[src/rtl/led_pkg.sv]
// ----------------------------------------------------------------------------
// led_pkg
// Definitions shared by the LED pattern engine blocks (mode_tick_ctrl and the
// downstream pattern shifter).
//   mode_e          : pattern mode encoding carried on the 2-bit mode bus
//   DEB_CYCLES_DEF  : default switch debounce qualification length (cycles)
//   CNT_W_DEF       : default width of the step prescaler counter
//   PERIODn_DEF     : default step periods in clk cycles, speed 0 (slowest)
//                     through speed 3 (fastest)
// ----------------------------------------------------------------------------
package led_pkg;

   typedef enum logic [1:0] {
      MODE_TOGGLE = 2'd0,
      MODE_FILL   = 2'd1,
      MODE_BOUNCE = 2'd2,
      MODE_ROTATE = 2'd3
   } mode_e;

   localparam logic [19:0] DEB_CYCLES_DEF = 20'd500000;
   localparam int          CNT_W_DEF      = 26;

   localparam logic [25:0] PERIOD0_DEF = 26'd50000000;
   localparam logic [25:0] PERIOD1_DEF = 26'd25000000;
   localparam logic [25:0] PERIOD2_DEF = 26'd12500000;
   localparam logic [25:0] PERIOD3_DEF = 26'd6250000;

endpackage

[src/rtl/sw_debounce.sv]
// ----------------------------------------------------------------------------
// sw_debounce
// One switch bit: two-flop synchroniser followed by a debounce counter. The
// stable value only follows the synchronised input after it has differed
// for DEB_CYCLES consecutive cycles.
// Ports:
//   clk    : system clock
//   reset  : synchronous, active-high reset
//   raw    : asynchronous switch input
//   stable : debounced value (registered)
//   update : high in the cycle whose rising edge loads a new stable value
// ----------------------------------------------------------------------------
module sw_debounce
   import led_pkg::*;
#(
   parameter logic [19:0] DEB_CYCLES = DEB_CYCLES_DEF
) (
   input  logic clk,
   input  logic reset,
   input  logic raw,
   output logic stable,
   output logic update
);

   logic        sync_p0;
   logic        sync_p1;
   logic [19:0] cnt;

   // Exposed combinationally so the parent can act on the same edge that
   // stable changes.
   assign update = (sync_p1 != stable) && (cnt == DEB_CYCLES - 20'd1);

   always_ff @(posedge clk) begin
      if (reset) begin
         sync_p0 <= 1'b0;
         sync_p1 <= 1'b0;
         stable  <= 1'b0;
         cnt     <= '0;
      end else begin
         // synchroniser stage boundary: raw -> p0 -> p1
         sync_p0 <= raw;
         sync_p1 <= sync_p0;
         // debounce stage: any return to the stable value restarts the count
         if (sync_p1 == stable) begin
            cnt <= '0;
         end else if (update) begin
            stable <= sync_p1;
            cnt    <= '0;
         end else begin
            cnt <= cnt + 20'd1;
         end
      end
   end

endmodule

[src/rtl/mode_tick_ctrl.sv]
// ----------------------------------------------------------------------------
// mode_tick_ctrl
// Front-end control for the 8-LED pattern engine. Debounces the four slide
// switches into a pattern mode and a step-rate select, paces the pattern
// shifter with a one-cycle step enable and requests a seed reload after a
// mode change.
// Ports:
//   clk       : system clock
//   reset     : synchronous, active-high reset
//   sw[3:0]   : raw switches, [1:0] mode, [3:2] speed
//   mode      : debounced pattern mode (see led_pkg::mode_e)
//   speed     : debounced speed select
//   step_tick : one-cycle enable, once per selected period
//   mode_load : one-cycle pulse, the cycle after mode takes a new value
// ----------------------------------------------------------------------------
module mode_tick_ctrl
   import led_pkg::*;
#(
   parameter logic [19:0]      DEB_CYCLES = DEB_CYCLES_DEF,
   parameter int               CNT_W      = CNT_W_DEF,
   parameter logic [CNT_W-1:0] PERIOD0    = CNT_W'(PERIOD0_DEF),
   parameter logic [CNT_W-1:0] PERIOD1    = CNT_W'(PERIOD1_DEF),
   parameter logic [CNT_W-1:0] PERIOD2    = CNT_W'(PERIOD2_DEF),
   parameter logic [CNT_W-1:0] PERIOD3    = CNT_W'(PERIOD3_DEF)
) (
   input  logic       clk,
   input  logic       reset,
   input  logic [3:0] sw,
   output logic [1:0] mode,
   output logic [1:0] speed,
   output logic       step_tick,
   output logic       mode_load
);

   logic [3:0]       stable;
   logic [3:0]       update;
   logic             mode_upd;
   logic             any_upd;
   logic             mode_upd_p0;
   logic [CNT_W-1:0] cnt;
   logic [CNT_W-1:0] period;
   logic             cnt_last;

   for (genvar i = 0; i < 4; i++) begin : g_deb
      sw_debounce #(
         .DEB_CYCLES (DEB_CYCLES)
      ) u_deb (
         .clk    (clk),
         .reset  (reset),
         .raw    (sw[i]),
         .stable (stable[i]),
         .update (update[i])
      );
   end

   assign mode  = stable[1:0];
   assign speed = stable[3:2];

   // Both mode bits flipping on one edge still yields a single strobe.
   assign mode_upd = |update[1:0];
   assign any_upd  = |update;

   always_comb begin
      period = PERIOD0;
      case (speed)
         2'd0:    period = PERIOD0;
         2'd1:    period = PERIOD1;
         2'd2:    period = PERIOD2;
         default: period = PERIOD3;
      endcase
   end

   assign cnt_last = (cnt == period - CNT_W'(1));

   always_ff @(posedge clk) begin
      if (reset) begin
         cnt         <= '0;
         step_tick   <= 1'b0;
         mode_upd_p0 <= 1'b0;
         mode_load   <= 1'b0;
      end else begin
         // mode_load stage boundary: delayed one cycle past the mode update
         mode_upd_p0 <= mode_upd;
         mode_load   <= mode_upd_p0;
         // prescaler stage: a mode or speed update restarts the period and
         // suppresses any tick pending on the old count. Since cnt is 0 after
         // a mode update and every period is >= 2, step_tick cannot coincide
         // with mode_load.
         if (any_upd) begin
            cnt       <= '0;
            step_tick <= 1'b0;
         end else if (cnt_last) begin
            cnt       <= '0;
            step_tick <= 1'b1;
         end else begin
            cnt       <= cnt + CNT_W'(1);
            step_tick <= 1'b0;
         end
      end
   end

endmodule

[config.mk]
export PLATFORM = sky130hd
export DESIGN_NAME = mode_tick_ctrl
export DESIGN_NICKNAME = d
export VERILOG_FILES = /design/src/rtl/led_pkg.sv /design/src/rtl/sw_debounce.sv /design/src/rtl/mode_tick_ctrl.sv
export SDC_FILE = /design/constraint.sdc
export NUM_CORES = 1
export LEC_CHECK = 0
export ABC_CLOCK_PERIOD_IN_PS = 4200
export CELL_PAD_IN_SITES_DETAIL_PLACEMENT = 1
export CELL_PAD_IN_SITES_GLOBAL_PLACEMENT = 2
export CORE_MARGIN = 8
export CORE_UTILIZATION = 42
export DETAILED_ROUTE_END_ITERATION = 10
export PLACE_DENSITY = 0.82
export SLEW_MARGIN = 20
export SYNTH_ARGS = -nofsm -noshare
export SYNTH_HDL_FRONTEND = slang
export SYNTH_HIERARCHICAL = 1
export SYNTH_SLANG_ARGS = --single-unit
[constraint.sdc]
create_clock -name clk -period 4.2 [get_ports clk]
set_input_delay 0.63 -clock clk [delete_from_list [all_inputs] [get_ports clk]]
set_output_delay 0.63 -clock clk [all_outputs]
set_load 0.03 [all_outputs]
---- Word-level counts from Yosys, hierarchy flattened ----
Cells that the tools add are included.
cells by class
  mux-type cells .......................... 2
  equal/unequal tests ..................... 15
  divide/modulo/power cells ............... 0
  shifts and indexed selects .............. 0
  add/sub/neg operators ................... 6
  $mul .................................... 0
  reduce and logical (&&, ||, !) cells .... 16
  bitwise logic cells ..................... 4
  order comparisons ....................... 0
operators by type and width
  operator                 number
  $add A20 B1 Y20 const B  4
  $eq A20 B19 Y1 const B   4
  $pmux W26 S3             1
  $add A26 B1 Y26 const B  1
  $eq A26 B26 Y1           1
  $sub A26 B1 Y26 const B  1
  $reduce_or A3 Y1         4
  $reduce_and A2 Y1        4
  $reduce_or A6 Y1         1
  $reduce_or A5 Y1         1
  $eq A1 B1 Y1             4
  $logic_and A1 B1 Y1      4
  $ne A1 B1 Y1             4
  $not A1 Y1               4
  $eq A2 B1 Y1 const B     1
  $eq A2 B2 Y1 const B     1
  $logic_not A2 Y1         1
  $reduce_or A2 Y1         1
  $mux W1                  1
storage, ports and cells
  memories ................................ 0
  output and inout bits ................... 6
  bits of input ports ..................... 6
  bits in latches ......................... 0
  RAM bits ................................ 0
  ROM bits ................................ 0
  flip-flop bits (word level) ............. 121
  logic and storage cells ................. 63

---- Longest topological paths before layout ----
Gate-level depths: netlist (run 1).
  depth in word-level cells ............... 5
  mapped depth ............................ 11
  depth with buffers taken out ............ 9

---- Modules after synthesis ----
Netlist (run 1), hierarchy kept.
modules (own cells, without submodules)
  module          cells each  area an instance (sq um)  instances  sequential area each (sq um)
  sw_debounce     114         1009.7                    4          460.4
  mode_tick_ctrl  180         1719.1                    1          580.6

---- Least setup slack after synthesis (run 1) ----
OpenSTA, ideal clock, no wires.
  path type ............................... reg-to-reg
  from .................................... register g_deb[3].u_deb.stable
  to ...................................... register, netlist name cnt[10]
  required time ........................... 4.062 ns
  buffers on the path ..................... 2
  clock period less this slack ............ 2.433 ns
  setup slack ............................. 1.767 ns
  stages on the path, launching flop included .. 10
  setup time .............................. 0.138 ns
  arrival time ............................ 2.294 ns
  cell sequence ........................... dfxtp_1 buf_4 nand2b_1 ha_1 xnor2_1 nor4_1 nand3_1 nor4_4 buf_6 nor3_2
RTL lines
  what                    RTL line           text
  start, declared         sw_debounce.sv:21  output logic stable,
  start signal, assigned  sw_debounce.sv:47  stable <= sync_p1;

==> results of run 1 <==
==> cells by family (layout without fill, tap and decap cells) <==
group           count (synthesis)  in the layout  share of synthesized area, %
compound gates                 56             56                          5.82
xor+xnor                       86             86                          13.1
fa+ha+maj                       6              6                          1.30
buf+inv                        51             69                          4.98
flops                         121            121                          42.1
simple gates                  316            316                          32.7
==> state kept, by name, indices dropped and copies added, names as in the netlist <==
register             count
g_deb.u_deb/cnt         80
cnt                     26
g_deb.u_deb/stable       4
g_deb.u_deb/sync_p0      4
g_deb.u_deb/sync_p1      4
mode_load                1
mode_upd_p0              1
step_tick                1
==> per-stage QoR <==
stage	power [uW]	instance area (sq um)	setup WS (ns)	hold WS [ns]
CTS	2790	6560	1.26	0.440
finish	2760	6560	1.29	0.432
detailed placement	1220	5930	1.27	0.427
global placement	1220	5930	1.34	0.422
global route	2840	6560	1.06	0.465
floorplan	1210	5760	1.77	0.414
==> path summary, 6_finish.rpt <==
path                                      startpoint                                end  slack (ns)  cells after the start
setup reg to reg  g_deb[3].u_deb/stable$_SDFFE_PP0P_                 cnt[22]$_SDFF_PP0_        1.29                      8
hold reg to reg    g_deb[2].u_deb/sync_p0$_SDFF_PP0_  g_deb[2].u_deb/sync_p1$_SDFF_PP0_        0.43                      1
hold / removal     g_deb[2].u_deb/sync_p0$_SDFF_PP0_  g_deb[2].u_deb/sync_p1$_SDFF_PP0_        0.43                      1
setup / recovery  g_deb[3].u_deb/stable$_SDFFE_PP0P_                 cnt[22]$_SDFF_PP0_        1.29                      8
==> cell type report <==
class	count	area, sq um	share of cell area (%)
Multi-Input combinational cell	464	3050	46.5
Clock buffer	25	495	7.55
Tap cell	176	220	3.36
Timing Repair Buffer	19	170	2.59
Sequential cell	121	2420	36.9
Inverter	18	67.6	1.03
Clock inverter	7	138	2.10
==> metal layers <==
metal / share of wire [%] / vias to the layer above / global-route usage (%)
li1: - / 2240 / -
met1: 48 / 2183 / 19.1
met2: 48 / 28 / 25.1
met3: 2.4 / 15 / 3.97
met4: 1.5 / 0 / 5.93
met5: 0 / - / 0
==> power breakdown <==
group | internal (uW) | switching, uW | total, uW
Clock | 1050 | 508 | 1560
Sequential | 1160 | 4.99 | 1160
Combinational | 14.7 | 21.8 | 36.5
Total | 2220 | 535 | 2760
==> layout by cell type, fill, tap and decap left out, types with 5 or more instances in the layout <==
cell,instances
sky130_fd_sc_hd__nor3_1,12
sky130_fd_sc_hd__clkbuf_16,17
sky130_fd_sc_hd__o21ai_0,23
sky130_fd_sc_hd__and4_2,5
sky130_fd_sc_hd__ha_1,6
sky130_fd_sc_hd__and4_1,12
sky130_fd_sc_hd__nand4_1,46
sky130_fd_sc_hd__xor2_1,54
sky130_fd_sc_hd__buf_4,8
sky130_fd_sc_hd__and3_1,9
sky130_fd_sc_hd__nor2b_1,20
sky130_fd_sc_hd__nor2_1,72
sky130_fd_sc_hd__inv_1,18
sky130_fd_sc_hd__a21oi_1,22
sky130_fd_sc_hd__or4b_4,5
sky130_fd_sc_hd__and3_2,5
sky130_fd_sc_hd__nand2_1,25
sky130_fd_sc_hd__nor3_2,19
sky130_fd_sc_hd__nand2b_1,6
sky130_fd_sc_hd__nand3_1,29
sky130_fd_sc_hd__xnor2_1,32
sky130_fd_sc_hd__dfxtp_1,121
sky130_fd_sc_hd__clkdlybuf4s50_1,11
sky130_fd_sc_hd__nor4_1,7
sky130_fd_sc_hd__or3_1,25
sky130_fd_sc_hd__or4_1,5
==> impl.org, run 1 <==
** Worst setup path
- CP Class :: flop to flop
- Together, buffers and inverters on the worst path number 1.
- Along the worst path, the maximum fanout reaches 16.
- Grouping stages by cell kind, the critical path spends the most delay in simple AND/OR/NAND/NOR gates.
- STA classifies the critical path endpoint as a flop.
- Critical path's slowest cell :: sky130_fd_sc_hd__dfxtp_1
- Worst Path Arrival :: 3.20 ns
- For the worst setup path, the data required time is 4.49 ns.
- Crit start category :: flop
- Ordered list of cells on the worst path :: nand2b_1 -> ha_1 -> xnor2_1 -> nor4_1 -> nand3_1 -> nor4_4 -> buf_4 -> nor3_2
- On the worst path, the slowest cell contributes a delay of 0.61 ns.

** Clock tree
- CTS tree :: done
- The clock passes through at most 2 buffers.
- The number of gates resized after CTS was 0.
- Buffers inserted to repair hold after CTS numbered 0.
- Counting the buffers created by CTS gives 17.
- In this run the clock root is driven by a sky130_fd_sc_hd__clkbuf_16.
- Post-CTS setup buffers :: 0
- The H-tree was split into 4 levels.
- The clock drives 121 sinks.
- Clock-pin slew was measured on the worst setup and hold paths at 0.06 ns.
- The later pin in the worst-skew pair is clocked with a latency of 0.42 ns.

** STA
- Finish-stage setup viols :: 0
- The worst path needs 2.91 ns of the cycle, external delays included.
- Final clock period utilization by the worst path :: 69.3%
- Derived from the worst setup path, the maximum achievable clock frequency is 0.344 GHz.
- Worst setup skew after layout :: 0.00715 ns
- Worst slew pin tran :: 0.709 ns
- Slew headroom :: 52.4%
- The final count of pins violating max slew was 0.
- Setup repair after global routing left no endpoint under its margin.
- The final number of hold-violating endpoints came to 0.
- Setup TNS :: 0 ns

** Synthesis
- Top-count cell post-synth :: sky130_fd_sc_hd__dfxtp_1
- Sequential area share after synthesis :: 42.1%
- Leading cell types by total area after synthesis :: sky130_fd_sc_hd__dfxtp_1 (42%), sky130_fd_sc_hd__xor2_1 (8.2%), sky130_fd_sc_hd__nand4_1 (5.0%)
- Share of flip-flops with an asynchronous set or reset after synthesis :: 0%
- In this run the mean area of a mapped cell was 9.05 sq um.
- Synthesized netlist net count :: 648
- After synthesis, the netlist uses 48 different library cells.
- Top_reg_cell synth :: sky130_fd_sc_hd__dfxtp_1
- Post-synth design cell area :: 5760 sq um
- In this run the biggest area consumer among cell types represents 42.1% of the synthesized area.
- The commonest cells after synthesis are sky130_fd_sc_hd__dfxtp_1 (121), sky130_fd_sc_hd__nor2_1 (72), sky130_fd_sc_hd__xor2_1 (54).
- Synth Warn # :: 6
- In this run, synthesis produced a sequential element count of 121.
- Most area-hungry cell type in the Yosys netlist :: sky130_fd_sc_hd__dfxtp_1
- In this run, synthesis inferred 0 flip-flops with an integrated enable.
- Instance count of the mapped netlist :: 636

** Place
- Routability cong. :: 0.781
- Instance count after placement with tap cells included :: 798
- Input and output buffers added on the ports amount to 11.
- Half-perimeter wire length of the detailed placement result :: 8720 um

** Die
- The die covers 17700 sq um.
- Boundary Pins :: 12
- Rows :: 42
- Horizontal die dimension :: 133 um
- The die is 133 um tall.
- Effective utilization at floorplan :: 43.3%
- Area of the placeable core :: 13300 sq um

** Min path
- The tightest min-delay check is of the flop to flop type.

** Outcome
- The flow ran to the end, and the final reports show no timing, DRC or antenna violations.

** Route
- Number of nets with antenna violations after routing :: 0
- Via count :: 4466
- DR pass1 iterations :: 4
- In the final routed layout, each cell accounts on average for 15.3 um.
- DRC violations left :: 0
- Via/cell ratio :: 5.38
- WL final :: 12700 um
- The first routing iteration left 213 violations.

** Final layout
- Number of antenna diodes :: 0
- The net count of the finished layout is 653.
- Core Util, Final :: 49.4%
- In the final layout, the share of cells above drive strength 1 is 12.1%.
- Post-route insts no fill :: 830
- Area overhead of the layout relative to synthesis :: 14.0%
- Filler cells :: 1513

** Power and ir drop
- In this run the static leakage power is 0.00219 uW.
- IR analysis of the VDD net gives a maximum drop of 292 uV.
- Power spread over the standard cell area amounts to 420 nW/um^2.

** GRT
- Global routing finished with a remaining overflow of 0.
- The first global-routing pass estimated 22500 um of wire.
- The via count of the first global-routing pass came to 4624.
- Overall Global Routing Usage :: 15.4%
- Entering global routing, the biggest net connects 21 pins.
- The number of antenna violations at the first check in global routing came to 0.

** Job
- Max-cap violations in this run came to 0.
Note: power is estimated with default switching activity, not from simulation.
==> inputs of run 2 (changes only) <==
--- a/config.mk
+++ b/config.mk
@@ -5,13 +5,13 @@
 export SDC_FILE = /design/constraint.sdc
 export NUM_CORES = 1
 export LEC_CHECK = 0
-export ABC_CLOCK_PERIOD_IN_PS = 4200
+export ABC_CLOCK_PERIOD_IN_PS = 2700
 export CELL_PAD_IN_SITES_DETAIL_PLACEMENT = 1
 export CELL_PAD_IN_SITES_GLOBAL_PLACEMENT = 2
 export CORE_MARGIN = 8
-export CORE_UTILIZATION = 42
+export CORE_UTILIZATION = 39
 export DETAILED_ROUTE_END_ITERATION = 10
-export PLACE_DENSITY = 0.82
+export PLACE_DENSITY = 0.77
 export SLEW_MARGIN = 20
 export SYNTH_ARGS = -nofsm -noshare
 export SYNTH_HDL_FRONTEND = slang
==> constraint.sdc (replaced) <==
create_clock -name clk -period 2.7 [get_ports clk]
set_input_delay 0.405 -clock clk [delete_from_list [all_inputs] [get_ports clk]]
set_output_delay 0.405 -clock clk [all_outputs]
set_load 0.03 [all_outputs]
==> run 2 against run 1 <==
Net effect:
- clock skew is 0.0019 ns higher
- combinational power up 56%
- global-route usage fell by 0.22 points
- wire length grew 2.5%
- largest cell class unchanged
- largest power group unchanged
==> impl.org, run 2 (synthesis results as in run 1) <==
** Worst setup path
- Critical R2R Capture :: step_tick$_SDFF_PP0_ (was cnt[22]$_SDFF_PP0_)
- The sort of element at the end of the critical path is a flop (unchanged).
- CP Class :: flop to flop (unchanged)
- Minimum setup slack among reg-to-reg paths :: 0.37 ns (was 1.29 ns)
- The critical register-to-register path startpoint is g_deb[3].u_deb/stable$_SDFFE_PP0P_ (unchanged).
- Crit path required time :: 3.00 ns (was 4.49 ns)
- Number of cell instances on the worst register-to-register path :: 7 (was 8)
- The worst-path maximum fanout is 26 (was 16).
- Crit start category :: flop (unchanged)
- Worst Path Arrival :: 2.63 ns (was 3.20 ns)

** Place
- Port Buffers :: 11 (unchanged)
- The area after detailed placement came to 5990 sq um (was 5930 sq um).
- Half-perimeter wire length of the detailed placement result :: 9050 um (was 8720 um)
- The global placer's final weighted congestion was 0.747 (was 0.781).
- The pre-CTS setup slack was 0.352 ns (was 1.27 ns).

** STA
- Setup WS post-layout :: 0.375 ns (was 1.29 ns)
- Finish-stage setup viols :: 0 (unchanged)
- The final count of pins violating max slew came to 0 (unchanged).
- Setup repair after global routing missed its margin :: false (unchanged)
- Setup TNS :: 0 ns (unchanged)
- Worst setup skew after layout :: 0.00903 ns (was 0.00715 ns)
- Slew headroom :: 63.0% (was 52.4%)
- The final period demand of the worst path is 2.33 ns (was 2.91 ns).
- Final Hold Vio Count :: 0 (unchanged)
- Final clock period utilization by the worst path :: 86.1% (was 69.3%)
- The maximum clock frequency was 0.430 GHz (was 0.344 GHz).
- The worst hold margin was 0.443 ns (was 0.432 ns).
- The transition time at the pin with the least slew margin came to 0.554 ns (was 0.709 ns).

** GRT
- Maximum number of pins on one net before global-route repair :: 27 (was 21)
- Number of antenna violations at the first check in global routing :: 0 (unchanged)
- The via count of the first global-routing pass came to 4720 (was 4624).
- The wire length of the first global-routing pass is 23100 um (was 22500 um).
- The final global-route overflow total is 0 (unchanged).
- Overall Global Routing Usage :: 15.2% (was 15.4%)

** Route
- The first-pass iteration count of the detailed router came to 4 (unchanged).
- Routed wire length per instance :: 15.4 um (was 15.3 um)
- DRC violations left :: 0 (unchanged)
- The average via count per standard cell came to 5.31 (was 5.38).
- The via total after detailed routing is 4485 (was 4466).
- Number of DRC violations after detailed-routing iteration 0 :: 157 (was 213)
- Number of nets with antenna violations after routing :: 0 (unchanged)
- WL final :: 13000 um (was 12700 um)

** Clock tree
- Clock slew seen by the registers of the worst setup and hold paths :: 0.05 ns (was 0.06 ns)
- Post-CTS setup buffers :: 0 (unchanged)
- Post_cts resized :: 0 (unchanged)
- Root buffer cell :: sky130_fd_sc_hd__clkbuf_16 (unchanged)
- The number of buffers inserted by hold repair at cts was 0 (unchanged).
- The latest clock arrival within the worst-skew pair came to 0.41 ns (was 0.42 ns).
- The number of buffers on the longest clock path came to 2 (unchanged).
- The TritonCTS clock tree was done (unchanged).
- The number of buffers inserted during clock tree synthesis was 17 (unchanged).
- TritonCTS sink count :: 121 (unchanged)
- The number of H-tree levels came to 4 (unchanged).

** Power and ir drop
- Leakage dissipation :: 0.00220 uW (was 0.00219 uW)
- The total design power is 4030 uW (was 2760 uW).
- The maximum ir drop on the vdd rail came to 404 uV (was 292 uV).
- Power per standard cell area :: 614 nW/um^2 (was 420 nW/um^2)

** Die
- Area of the placeable core :: 14500 sq um (was 13300 sq um)
- Effective utilization at floorplan :: 39.8% (was 43.3%)
- Rows :: 44 (was 42)
- Chip Height :: 138 um (was 133 um)
- Boundary Pins :: 12 (unchanged)
- The area enclosed by the die boundary is 18900 sq um (was 17700 sq um).
- The width of the chip was 138 um (was 133 um).

** Final layout
- The count of inserted antenna diode cells came to 0 (unchanged).
- Most used cells in the layout excluding fill and tap cells: sky130_fd_sc_hd__dfxtp_1 (121), sky130_fd_sc_hd__nor2_1 (72), sky130_fd_sc_hd__xor2_1 (54), sky130_fd_sc_hd__nand4_1 (46), sky130_fd_sc_hd__xnor2_1 (32) (unchanged).
- Top flop regs :: g_deb.u_deb/cnt: 80 flops, cnt: 26 flops (unchanged)
- Largest register by flop count :: g_deb.u_deb/cnt (unchanged)
- Most common cell after layout, fill and taps aside :: sky130_fd_sc_hd__dfxtp_1 (unchanged)
- The final net count came to 660 (was 653).
- Number of flip-flops under the largest register name :: 80 (unchanged)
- The area of all placed cells without fillers was 6560 sq um (unchanged).
- Ratio of cells with drive above 1 in the final layout :: 13.2% (was 12.1%)
- Area overhead of the layout relative to synthesis :: 14.0% (unchanged)

** Job
- Maximum capacitance violations :: 0 (unchanged)

** Min path
- Number of cells traversed by the worst hold path :: 1 (unchanged)
- The worst min-delay path category is flop to flop (unchanged).
- The destination of the worst hold path is g_deb[2].u_deb/sync_p1$_SDFF_PP0_ (unchanged).
- Worst hold start :: g_deb[2].u_deb/sync_p0$_SDFF_PP0_ (unchanged)

** Outcome
- Outcome: completed (unchanged).
==> run 2: critical path, stage by stage, from the launching register on <==
cell and delay (ns):
sky130_fd_sc_hd__dfxtp_1 0.47, sky130_fd_sc_hd__xor2_1 0.29, sky130_fd_sc_hd__nand4_1 0.13, sky130_fd_sc_hd__nor4_1 0.49, sky130_fd_sc_hd__or4_1 0.19, sky130_fd_sc_hd__buf_4 0.35, sky130_fd_sc_hd__inv_1 0.11, sky130_fd_sc_hd__and2_1 0.17
==> run 2: final cells by class <==
cell class	count	area, sq um
Multi-Input combinational cell	464	3050
Timing Repair Buffer	26	223
Sequential cell	121	2420
Tap cell	184	230
Clock buffer	25	505
Inverter	18	67.6
Clock inverter	7	65.1
Fill cell	1683	7920
==> run 2: worst max path at each step <==
stage / startpoint / end / slack [ns] / depth (start not counted)
floorplan: g_deb[3].u_deb/stable$_SDFFE_PP0P_ / cnt[10]$_SDFF_PP0_ / 0.27 / 9
global placement: g_deb[2].u_deb/stable$_SDFFE_PP0P_ / step_tick$_SDFF_PP0_ / 0.47 / 8
detailed placement: g_deb[3].u_deb/stable$_SDFFE_PP0P_ / cnt[3]$_SDFF_PP0_ / 0.35 / 8
CTS: g_deb[3].u_deb/stable$_SDFFE_PP0P_ / cnt[3]$_SDFF_PP0_ / 0.38 / 8
global route: g_deb[3].u_deb/stable$_SDFFE_PP0P_ / cnt[3]$_SDFF_PP0_ / 0.15 / 8
finish: g_deb[3].u_deb/stable$_SDFFE_PP0P_ / step_tick$_SDFF_PP0_ / 0.37 / 7
==> run 2: stage by stage <==
step           utilization [%]  cells
2_1_floorplan                -    636
3_3_place_gp              41.4    813
3_5_place_dp              41.4    813
4_1_cts                   45.3    845
5_1_grt                   45.3    845
6_report                  45.3    845
==> run 2: power by group <==
part	total, uW	switching (uW)	internal, uW
Clock	2170	787	1380
Combinational	57.1	34.3	22.8
Sequential	1810	8.47	1800
==> run 2: routing by layer <==
metal	vias up	global-route usage [%]	part of all wire, %
li1	2256	-	-
met1	2179	18.4	47
met2	32	25.0	49
met3	18	4.05	2.5
met4	0	6.28	1.7
met5	-	0	0
==> inputs of run 3 (changes only) <==
--- a/config.mk
+++ b/config.mk
@@ -12,7 +12,6 @@
 export CORE_UTILIZATION = 39
 export DETAILED_ROUTE_END_ITERATION = 10
 export PLACE_DENSITY = 0.77
-export SLEW_MARGIN = 20
 export SYNTH_ARGS = -nofsm -noshare
 export SYNTH_HDL_FRONTEND = slang
 export SYNTH_HIERARCHICAL = 1
==> results of run 3 <==
No change in the layout: final DEF, timing and power equal those of run 2.
